## src/rtl/fetch_sequencer_pkg.sv

```systemverilog
// Shared types and constants for the fetch-stage sequencer of the 5-stage RV64 pipeline.
package fetch_pkg;

    typedef enum logic [1:0] {
        BOOT  = 2'd0,
        RUN   = 2'd1,
        DRAIN = 2'd2,
        HALT  = 2'd3
    } state_t;

    localparam logic [63:0] PC_LIMIT_DEF = 64'h200;
    localparam logic [31:0] NOP_INSTR    = 32'h0000_0013;

endpackage

```

## src/rtl/fetch_sequencer_if.sv

```systemverilog
// Pipeline-facing signal bundle of the fetch sequencer: hazard/redirect inputs, control and status outputs.
interface fetch_sequencer_if #(
    parameter int CNT_W = 32
);
    logic [63:0]      pc_current;
    logic             branch_taken;
    logic [63:0]      pc_branch;
    logic             id_ex_mem_read;
    logic [4:0]       id_ex_rd;
    logic [4:0]       if_id_rs1;
    logic [4:0]       if_id_rs2;

    logic             pc_write;
    logic             pc_src;
    logic             if_id_write;
    logic             if_id_flush;
    logic             id_ex_flush;
    logic             ex_mem_flush;
    logic             halted;
    logic             fault;
    logic [CNT_W-1:0] cycle_count;
    logic [CNT_W-1:0] stall_count;
    logic [CNT_W-1:0] flush_count;

    modport master (
        output pc_current, branch_taken, pc_branch, id_ex_mem_read, id_ex_rd, if_id_rs1, if_id_rs2,
        input  pc_write, pc_src, if_id_write, if_id_flush, id_ex_flush, ex_mem_flush,
        input  halted, fault, cycle_count, stall_count, flush_count
    );

    modport slave (
        input  pc_current, branch_taken, pc_branch, id_ex_mem_read, id_ex_rd, if_id_rs1, if_id_rs2,
        output pc_write, pc_src, if_id_write, if_id_flush, id_ex_flush, ex_mem_flush,
        output halted, fault, cycle_count, stall_count, flush_count
    );
endinterface

```

## src/rtl/fetch_sequencer_sat_counter.sv

```systemverilog
// Saturating up-counter used for the sequencer performance statistics; holds at all-ones.
module sat_counter #(
    parameter int W = 32
) (
    input  logic         clk,
    input  logic         rst,
    input  logic         inc,
    output logic [W-1:0] count
);

    always_ff @(posedge clk or posedge rst) begin
        if (rst) begin
            count <= '0;
        end else if (inc && (count != '1)) begin
            count <= count + W'(1);
        end
    end

endmodule

```

## src/rtl/fetch_sequencer.sv

```systemverilog
// Fetch-stage sequencer: PC/pipeline-register control, load-use stalls, MEM-stage redirects,
// end-of-program drain and halt, plus cycle/stall/flush statistics.
module fetch_sequencer
    import fetch_pkg::*;
#(
    parameter logic [63:0] PC_LIMIT     = PC_LIMIT_DEF,
    parameter int          DRAIN_CYCLES = 4,
    parameter int          CNT_W        = 32
) (
    input  logic            clk,
    input  logic            rst,
    fetch_sequencer_if.slave bus
);

    localparam int          DW         = $clog2(DRAIN_CYCLES + 1);
    localparam logic [DW-1:0] DRAIN_INIT = DW'(DRAIN_CYCLES - 1);

    state_t          state, state_n;
    logic [DW-1:0]   drain_cnt, drain_cnt_n;
    logic            halted_r, fault_r;
    logic            set_fault, stall_inc, flush_inc;

    logic            pc_write, pc_src, if_id_write;
    logic            if_id_flush, id_ex_flush, ex_mem_flush;

    logic            lu, bf, br, at_limit, tgt_ok;

    assign lu       = bus.id_ex_mem_read && (bus.id_ex_rd != 5'd0) &&
                      ((bus.id_ex_rd == bus.if_id_rs1) || (bus.id_ex_rd == bus.if_id_rs2));
    assign bf       = bus.branch_taken && (bus.pc_branch[1:0] != 2'b00);
    assign br       = bus.branch_taken && !bf;
    assign at_limit = bus.pc_current >= (PC_LIMIT - 64'd4);
    assign tgt_ok   = bus.pc_branch < PC_LIMIT;

    always_comb begin
        pc_write     = 1'b1;
        pc_src       = 1'b0;
        if_id_write  = 1'b1;
        if_id_flush  = 1'b0;
        id_ex_flush  = 1'b0;
        ex_mem_flush = 1'b0;
        state_n      = state;
        drain_cnt_n  = drain_cnt;
        set_fault    = 1'b0;
        stall_inc    = 1'b0;
        flush_inc    = 1'b0;

        case (state)
            BOOT: begin
                pc_write     = 1'b0;
                if_id_flush  = 1'b1;
                id_ex_flush  = 1'b1;
                ex_mem_flush = 1'b1;
                state_n      = RUN;
            end
            RUN: begin
                // A redirect squashes the younger load-use pair, so it wins over the stall.
                if (bf) begin
                    pc_write     = 1'b0;
                    if_id_flush  = 1'b1;
                    id_ex_flush  = 1'b1;
                    ex_mem_flush = 1'b1;
                    set_fault    = 1'b1;
                    state_n      = HALT;
                end else if (br) begin
                    pc_src       = 1'b1;
                    if_id_flush  = 1'b1;
                    id_ex_flush  = 1'b1;
                    ex_mem_flush = 1'b1;
                    flush_inc    = 1'b1;
                end else if (lu) begin
                    pc_write     = 1'b0;
                    if_id_write  = 1'b0;
                    id_ex_flush  = 1'b1;
                    stall_inc    = 1'b1;
                end else if (at_limit) begin
                    pc_write     = 1'b0;
                    if_id_flush  = 1'b1;
                    state_n      = DRAIN;
                    drain_cnt_n  = DRAIN_INIT;
                end
            end
            DRAIN: begin
                pc_write    = 1'b0;
                if_id_flush = 1'b1;
                if (bf) begin
                    id_ex_flush  = 1'b1;
                    ex_mem_flush = 1'b1;
                    set_fault    = 1'b1;
                    state_n      = HALT;
                end else if (br && tgt_ok) begin
                    pc_write     = 1'b1;
                    pc_src       = 1'b1;
                    id_ex_flush  = 1'b1;
                    ex_mem_flush = 1'b1;
                    flush_inc    = 1'b1;
                    state_n      = RUN;
                end else if (br) begin
                    // Redirect past the end of the program: clean completion, not a fault.
                    id_ex_flush  = 1'b1;
                    ex_mem_flush = 1'b1;
                    state_n      = HALT;
                end else if (lu) begin
                    if_id_write  = 1'b0;
                    id_ex_flush  = 1'b1;
                    stall_inc    = 1'b1;
                end else if (drain_cnt == '0) begin
                    state_n      = HALT;
                end else begin
                    drain_cnt_n  = drain_cnt - DW'(1);
                end
            end
            HALT: begin
                pc_write     = 1'b0;
                if_id_write  = 1'b0;
                if_id_flush  = 1'b1;
                id_ex_flush  = 1'b1;
                ex_mem_flush = 1'b1;
            end
            default: begin
                state_n = BOOT;
            end
        endcase
    end

    always_ff @(posedge clk or posedge rst) begin
        if (rst) begin
            state     <= BOOT;
            drain_cnt <= '0;
            halted_r  <= 1'b0;
            fault_r   <= 1'b0;
        end else begin
            state     <= state_n;
            drain_cnt <= drain_cnt_n;
            if (state_n == HALT) halted_r <= 1'b1;
            if (set_fault)       fault_r  <= 1'b1;
        end
    end

    sat_counter #(.W(CNT_W)) u_cycle_cnt (
        .clk   (clk),
        .rst   (rst),
        .inc   (state != HALT),
        .count (bus.cycle_count)
    );

    sat_counter #(.W(CNT_W)) u_stall_cnt (
        .clk   (clk),
        .rst   (rst),
        .inc   (stall_inc),
        .count (bus.stall_count)
    );

    sat_counter #(.W(CNT_W)) u_flush_cnt (
        .clk   (clk),
        .rst   (rst),
        .inc   (flush_inc),
        .count (bus.flush_count)
    );

    assign bus.pc_write     = pc_write;
    assign bus.pc_src       = pc_src;
    assign bus.if_id_write  = if_id_write;
    assign bus.if_id_flush  = if_id_flush;
    assign bus.id_ex_flush  = id_ex_flush;
    assign bus.ex_mem_flush = ex_mem_flush;
    assign bus.halted       = halted_r;
    assign bus.fault        = fault_r;

endmodule
```

## src/flat_wrapper.sv

```systemverilog
// flat-port wrapper written by rule: the top's interface ports become plain ports
module fetch_sequencer_flat import fetch_pkg::*;
#(
    parameter logic [63:0] PC_LIMIT     = PC_LIMIT_DEF,
    parameter int          DRAIN_CYCLES = 4,
    parameter int          CNT_W        = 32
)
  (clk, rst, bus_pc_current, bus_branch_taken, bus_pc_branch, bus_id_ex_mem_read, bus_id_ex_rd, bus_if_id_rs1, bus_if_id_rs2, bus_pc_write, bus_pc_src, bus_if_id_write, bus_if_id_flush, bus_id_ex_flush, bus_ex_mem_flush, bus_halted, bus_fault, bus_cycle_count, bus_stall_count, bus_flush_count);
  fetch_sequencer_if #(.CNT_W(CNT_W)) bus_i ();
  input  logic clk;
  input  logic rst;
  input wire logic [$bits(bus_i.pc_current)-1:0] bus_pc_current;
  input wire logic [$bits(bus_i.branch_taken)-1:0] bus_branch_taken;
  input wire logic [$bits(bus_i.pc_branch)-1:0] bus_pc_branch;
  input wire logic [$bits(bus_i.id_ex_mem_read)-1:0] bus_id_ex_mem_read;
  input wire logic [$bits(bus_i.id_ex_rd)-1:0] bus_id_ex_rd;
  input wire logic [$bits(bus_i.if_id_rs1)-1:0] bus_if_id_rs1;
  input wire logic [$bits(bus_i.if_id_rs2)-1:0] bus_if_id_rs2;
  output wire logic [$bits(bus_i.pc_write)-1:0] bus_pc_write;
  output wire logic [$bits(bus_i.pc_src)-1:0] bus_pc_src;
  output wire logic [$bits(bus_i.if_id_write)-1:0] bus_if_id_write;
  output wire logic [$bits(bus_i.if_id_flush)-1:0] bus_if_id_flush;
  output wire logic [$bits(bus_i.id_ex_flush)-1:0] bus_id_ex_flush;
  output wire logic [$bits(bus_i.ex_mem_flush)-1:0] bus_ex_mem_flush;
  output wire logic [$bits(bus_i.halted)-1:0] bus_halted;
  output wire logic [$bits(bus_i.fault)-1:0] bus_fault;
  output wire logic [$bits(bus_i.cycle_count)-1:0] bus_cycle_count;
  output wire logic [$bits(bus_i.stall_count)-1:0] bus_stall_count;
  output wire logic [$bits(bus_i.flush_count)-1:0] bus_flush_count;
  assign bus_i.pc_current = bus_pc_current;
  assign bus_i.branch_taken = bus_branch_taken;
  assign bus_i.pc_branch = bus_pc_branch;
  assign bus_i.id_ex_mem_read = bus_id_ex_mem_read;
  assign bus_i.id_ex_rd = bus_id_ex_rd;
  assign bus_i.if_id_rs1 = bus_if_id_rs1;
  assign bus_i.if_id_rs2 = bus_if_id_rs2;
  assign bus_pc_write = bus_i.pc_write;
  assign bus_pc_src = bus_i.pc_src;
  assign bus_if_id_write = bus_i.if_id_write;
  assign bus_if_id_flush = bus_i.if_id_flush;
  assign bus_id_ex_flush = bus_i.id_ex_flush;
  assign bus_ex_mem_flush = bus_i.ex_mem_flush;
  assign bus_halted = bus_i.halted;
  assign bus_fault = bus_i.fault;
  assign bus_cycle_count = bus_i.cycle_count;
  assign bus_stall_count = bus_i.stall_count;
  assign bus_flush_count = bus_i.flush_count;
  fetch_sequencer #(.PC_LIMIT(PC_LIMIT), .DRAIN_CYCLES(DRAIN_CYCLES), .CNT_W(CNT_W)) u_core (.clk(clk), .rst(rst), .bus(bus_i));
endmodule
```

## config.mk

```make
export PLATFORM = sky130hd
export DESIGN_NAME = fetch_sequencer_flat
export DESIGN_NICKNAME = d
export VERILOG_FILES = /design/src/rtl/fetch_sequencer_pkg.sv /design/src/rtl/fetch_sequencer_if.sv /design/src/rtl/fetch_sequencer_sat_counter.sv /design/src/rtl/fetch_sequencer.sv /design/src/flat_wrapper.sv
export SDC_FILE = /design/constraint.sdc
export NUM_CORES = 1
export LEC_CHECK = 0
export ABC_AREA = 1
export CAP_MARGIN = 20
export CORE_UTILIZATION = 30
export CTS_CLUSTER_SIZE = 12
export DETAILED_ROUTE_END_ITERATION = 10
export GPL_ROUTABILITY_DRIVEN = 0
export MAX_ROUTING_LAYER = met4
export PLACE_DENSITY = 0.59
export SLEW_MARGIN = 20
export SYNTH_ARGS = -nofsm -noshare
export SYNTH_HDL_FRONTEND = slang
export SYNTH_SLANG_ARGS = --single-unit
```

## constraint.sdc

```tcl
create_clock -name clk -period 9.4 [get_ports clk]
set_input_delay 1.41 -clock clk [delete_from_list [all_inputs] [get_ports clk]]
set_output_delay 1.41 -clock clk [all_outputs]
set_load 0.02 [all_outputs]
```

-- Word-level counts from Yosys, hierarchy flattened
Index checks and enable logic that the tools add are counted.
- add/sub/neg operators: 4
- magnitude comparators: 2
- eq/ne operators: 19
- muxes and demuxes: 58
- reductions and logical operators: 19
- operators by type and width (kind ; number):
    $add A32 B1 Y32 const B ; 3
    $ne A32 B32 Y1 const B ; 3
    $ge A64 B9 Y1 const B ; 1
    $lt A64 B10 Y1 const B ; 1
    $mux W1 ; 31
    $mux W3 ; 9
    $mux W2 ; 9
    $ne A2 B2 Y1 const B ; 9
    $pmux W1 S3 ; 4
    $eq A5 B5 Y1 ; 2
    $reduce_and A10 Y1 ; 1
    $logic_and A1 B1 Y1 ; 8
    $eq A2 B2 Y1 const B ; 3
    $pmux W1 S2 ; 3
    $pmux W2 S3 ; 1
    $pmux W3 S2 ; 1
    $reduce_bool A5 Y1 ; 1
    $reduce_bool A2 Y1 ; 2
    $reduce_or A2 Y1 ; 2
    $logic_not A3 Y1 ; 1
    $reduce_or A3 Y1 ; 1
    $sub A3 B1 Y3 const B ; 1
    $eq A2 B1 Y1 const B ; 1
    $logic_not A2 Y1 ; 1
    other kinds (3) ; 3
- register bits: 103
- word-level logic and storage cells: 109

-- Logic depth before layout (Yosys ltp)
- word-level depth: 9
- gate-level depth with buffers: 14

-- By module
Synthesis repeated with hierarchy kept, for this count alone.
- cell total of the unflattened synthesis: 1315
- area, all modules: 8054.0 um2
- modules (own cells, without submodules) (module ; times used ; cells an instance ; area an instance (um2) ; sequential area each (um2)):
    sat_counter at u_core.u_cycle_cnt ... ; 2 ; 361 ; 2257.2 ; 800.8
    sat_counter at u_core.u_stall_cnt ; 1 ; 352 ; 2287.2 ; 800.8
    fetch_sequencer ; 1 ; 241 ; 1252.5 ; 175.2

-- Least setup slack after synthesis
Ideal clock, no wire load.
- path kind: input -> output
- start: input bus_id_ex_rd[4]
- end: output bus_pc_write
- arrival: 2464 ps
- data required time: 7990 ps
- setup slack: 5526 ps
- stages on the path: 7
- path buffers: 0
- path through: inv_1 nand3_1 o21ai_0 inv_1 nand2_1 nand2_1 o21ai_0
- cells in the longest elaborated chain, start to end: 7
- ends and longest elaborated chain (what ; line ; text):
    from (decl) ; flat_wrapper.sv:16 ; input wire logic [$bits(bus_i.id_ex_rd)-1:0] bus_id_ex_rd;
    $eq A5 B5 Y1 / $reduce_bool A5 Y1 (equally long branches) ; fetch_sequencer.sv:29, fetch_sequencer.sv:28 ;
    $logic_or A1 B1 Y1 / $logic_and A1 B1 Y1 (equally long branches) ; fetch_sequencer.sv:29, fetch_sequencer.sv:28 ;
    $logic_and A1 B1 Y1 (*) ; fetch_sequencer.sv:28 ; assign lu = bus.id_ex_mem_read && (bus.id_ex_rd != 5'd0) &&
    $mux W1 (*) ; fetch_sequencer.sv:71 ; end else if (lu) begin
    $mux W1 (*) ; fetch_sequencer.sv:65 ; end else if (br) begin
    $mux W1 (*) ; fetch_sequencer.sv:58 ; if (bf) begin
    $pmux W1 S3 (*) ; fetch_sequencer.sv:48 ; case (state)
    to (decl) ; flat_wrapper.sv:19 ; output wire logic [$bits(bus_i.pc_write)-1:0] bus_pc_write;
Mark *: on every way between the ends. The rest lies on a longest branch, timed or not.

-- Worst setup path after layout
- start: input bus_pc_current[21]
- end: output bus_pc_write
- cells in the longest elaborated chain, start to end: 6
- ends and longest elaborated chain (what ; line ; text):
    from (decl) ; flat_wrapper.sv:12 ; input wire logic [$bits(bus_i.pc_current)-1:0] bus_pc_current;
    $ge A64 B9 Y1 ; fetch_sequencer.sv:32 ; assign at_limit = bus.pc_current >= (PC_LIMIT - 64'd4);
    $mux W1 ; fetch_sequencer.sv:76 ; end else if (at_limit) begin
    $mux W1 ; fetch_sequencer.sv:71 ;
    $mux W1 ; fetch_sequencer.sv:65 ;
    $mux W1 ; fetch_sequencer.sv:58 ;
    $pmux W1 S3 ; fetch_sequencer.sv:48 ;
Every way passes these cells.

==> metrics <==
time the worst path needs with I/O delays and setup=5130 ps; placed cell area=9500 µm²; total global-route track usage=19.6%; final-report max-slew violation count=0; final worst clock skew=10.1 ps; buffer type at the clock tree root=clkbuf_16; H-tree levels=3; per-cell via count in the routed design=4.63; Cell Area, Synth=6830 µm²; number of antenna cells inserted=0; slowest cell delay on critical path=710 ps; arrival time reported for the critical path endpoint=3720 ps; max_slew headroom=50.4%; Synth warnings=0; effective utilization at floorplan=30.9%; fraction of final layout cells with drive strength greater than 1=around 3.8%; Worst path slowest cell=clkdlybuf4s50_1; highest-utilization routing layer at the global route stage=met2; Initial DRT Pass Iterations=7; fin util=44.3%; leakage power=approximately 4.3 nW; status=finished clean; count of boundary I/O pins=approximately 250; count of nets left with antenna violations after detail routing=0; number of setup buffers added after CTS=0; clock insertion delay at the later pin of the skew report=350 ps; setup repair after global routing missed its margin=no; Setup violations, final=0; total CTS buffers=9; CP startpoint kind=input port; met1 Track Usage GR=25.4%; worst setup path class=in2out; Sum Neg Setup Slack=0 ps; fin worst setup slack=4270 ps; largest net degree at the start of global routing=58; signed area change from the synthesized netlist to the final layout=43.4%; category of the worst setup path capture point=primary output; met2 track demand over resource=31.3%; sequential cell area fraction in the yosys report=37.8%; cell type with the highest occurrence count on the critical path=nor2_1; post-synthesis register bit count=between 100 and 150; post-synth net total=between 1,000 and 1,500; cell family with most CP delay=buffers and inverters; CP bufs+invs=2; count of fill cells added during filler insertion=2,276; clock slew at reported path FFs=60 ps; detailed-route via count=6,957; y dimension of the die=153 µm; wire per inst=14.3 µm; total power after layout=1.47 mW; Max rail drop VDD=~0.10 mV; final hold vios=0; clock tree from TritonCTS=yes; number of global-route vias before repair=a little under 7,000; # clock sinks=103; Setup Slack @ Placement=4260 ps; path category of the worst min-delay check=reg2reg; antenna violations before repair=0; average cell area after synthesis=about 7.0 µm²; data required time of the critical path=~8000 ps; total wire length after detailed routing=about 21 mm; slew at the pin with the worst max-slew slack=745 ps; biggest fanout along the worst timing path=2; row count=between 50 and 60; maximum buffer depth of the clock tree=2; area of the core region=22,100 µm²; DIE AREA=23,400 µm²; Max Freq=around 0.2 GHz; fin crit share=54.6%; wire length of the first global-routing pass=35.4 mm; Design Area, Final=9790 µm²; Resize count post-CTS=0; cell area power density=150 nW/µm²; post-detailed-route DRC marker count=0; final net count=1,375; Congestion Overflow GR=0; number of input and output port buffers inserted=approximately 240; critical path cell sequence=clkdlybuf4s50_1 -> nor2_1 -> nand2_1 -> nor2_1 -> nand2_1 -> nor2_1 -> nand3_1 -> o21ai_0 -> clkdlybuf4s50_1; number of instances in the synthesized netlist=976; number of DRC markers in iteration 0=429; Detail Placement HPWL=17.2 mm; hold buffer count at cts=0; number of maximum-capacitance violations=0; die width=153 µm; R2R Setup Slk=6600 ps; Global Route met3 Usage=3.52%; number of distinct library cells after synthesis=34
[power by group]
group / leakage [nW] / switching [mW] / internal (mW)
registers: 1.35 / 0.0723 / 0.499
clock network: 0.139 / 0.170 / 0.195
logic: 2.77 / 0.301 / 0.230
total: 4.26 / 0.543 / 0.923
[synthesized netlist by cell type, drive strengths merged]
master | n | area (µm²)
nor4 | 21 | 131
buf | 12 | 98.8
xnor2 | 29 | 254
nand3 | 42 | 215
xor2 | 57 | 499
a31oi | 1 | 6.26
nand2 | 328 | 1240
inv | 97 | 367
nand3b | 3 | 22.5
and3 | 1 | 6.26
nor3b | 1 | 12.5
nor2 | 167 | 664
o22ai | 1 | 6.26
a21oi | 2 | 10.0
dfrtp | 103 | 2580
o21a | 1 | 7.51
ha | 11 | 138
o21bai | 2 | 15.0
nand4 | 25 | 169
o21ai | 31 | 155
nor3 | 40 | 221
a21boi | 1 | 7.51
[metrics by stage]
stage	hold slack, ps	std cells
floorplan	505	976
CTS	485	1502
detailed placement	467	1486
finish	477	1502
global placement	465	1486
global route	503	1502
[cells by family (layout without fill, tap and decap cells)]
family	Yosys count	count (layout)	share of synthesized area, %
flip-flops	103	103	37.8
adder cells (fa/ha/maj)	11	11	2.02
AND/OR/NAND/NOR	628	628	39.3
buffers and inverters	109	355	6.82
XOR/XNOR	86	86	11.0
AO/OA/AOI/OAI	39	39	3.04
[flip-flops by register name (all words and copies together), names as in the netlist]
name and cells:
u_core.u_flush_cnt.count 32, u_core.bus.halted 1, u_core.bus.fault 1, u_core.u_stall_cnt.count 32, u_core.state 2, u_core.drain_cnt 3, u_core.u_cycle_cnt.count 32
[cells in the final DEF (no fill, tap or decap), drive strengths merged, types with 2 or more instances in the layout]
cell type | Yosys | layout
inv | 97 | 97
o21bai | 2 | 2
clkdlybuf4s50 | 0 | 241
clkinv | 0 | 3
nand3 | 42 | 42
nand4 | 25 | 25
nor3 | 40 | 40
a21oi | 2 | 2
clkbuf | 0 | 12
ha | 11 | 11
nor4 | 21 | 21
xor2 | 57 | 57
nor2 | 167 | 167
nand2 | 328 | 328
dfrtp | 103 | 103
o21ai | 31 | 31
xnor2 | 29 | 29
nand3b | 3 | 3
[worst register-to-register path, cell delays in order, from the launching register on]
cell     delay [ps]
dfrtp_1         460
ha_1            270
nand2_1         210
nor2_4           70
inv_2            70
nor2_1           50
a21oi_1         150
nand4_2         390
inv_2           580
nand2_1         200
o21ai_0         180
nand2_1          60
[worst paths after layout]
check	from	endpoint	depth (start not counted)
worst max-delay path	bus_pc_current[21]	bus_pc_write	9
worst min-delay path	u_core.bus.fault$_DFFE_PP0P_	u_core.bus.fault$_DFFE_PP0P_	1
worst max register to register	u_core.u_stall_cnt.count[0]$_DFFE_PP0P_	u_core.u_stall_cnt.count[16]$_DFFE_PP0P_	11
worst min register to register	u_core.bus.fault$_DFFE_PP0P_	u_core.bus.fault$_DFFE_PP0P_	1
max in group asynchronous	rst	u_core.u_stall_cnt.count[10]$_DFFE_PP0P_	3
min in group asynchronous	rst	u_core.u_cycle_cnt.count[3]$_DFFE_PP0P_	2
[area by class of cell]
type	count	area, µm²	area share [%]
repair buffers	242	2420	24.7
clock buffers	12	256	2.62
multi-input cells	764	3780	38.7
clock inverters	4	30.0	0.307
well taps	280	350	3.58
inverters	97	369	3.77
flip-flops and latches	103	2580	26.3
[metal layers]
metal	wire length [µm]	vias to the layer above	part of all wire [%]
met2	10100	195	47
met4	387	0	1.8
met5	0	-	0
met3	1020	30	4.8
met1	9990	3155	47
li1	-	3577	-
No activity file was read; power rests on OpenSTA's default activity.
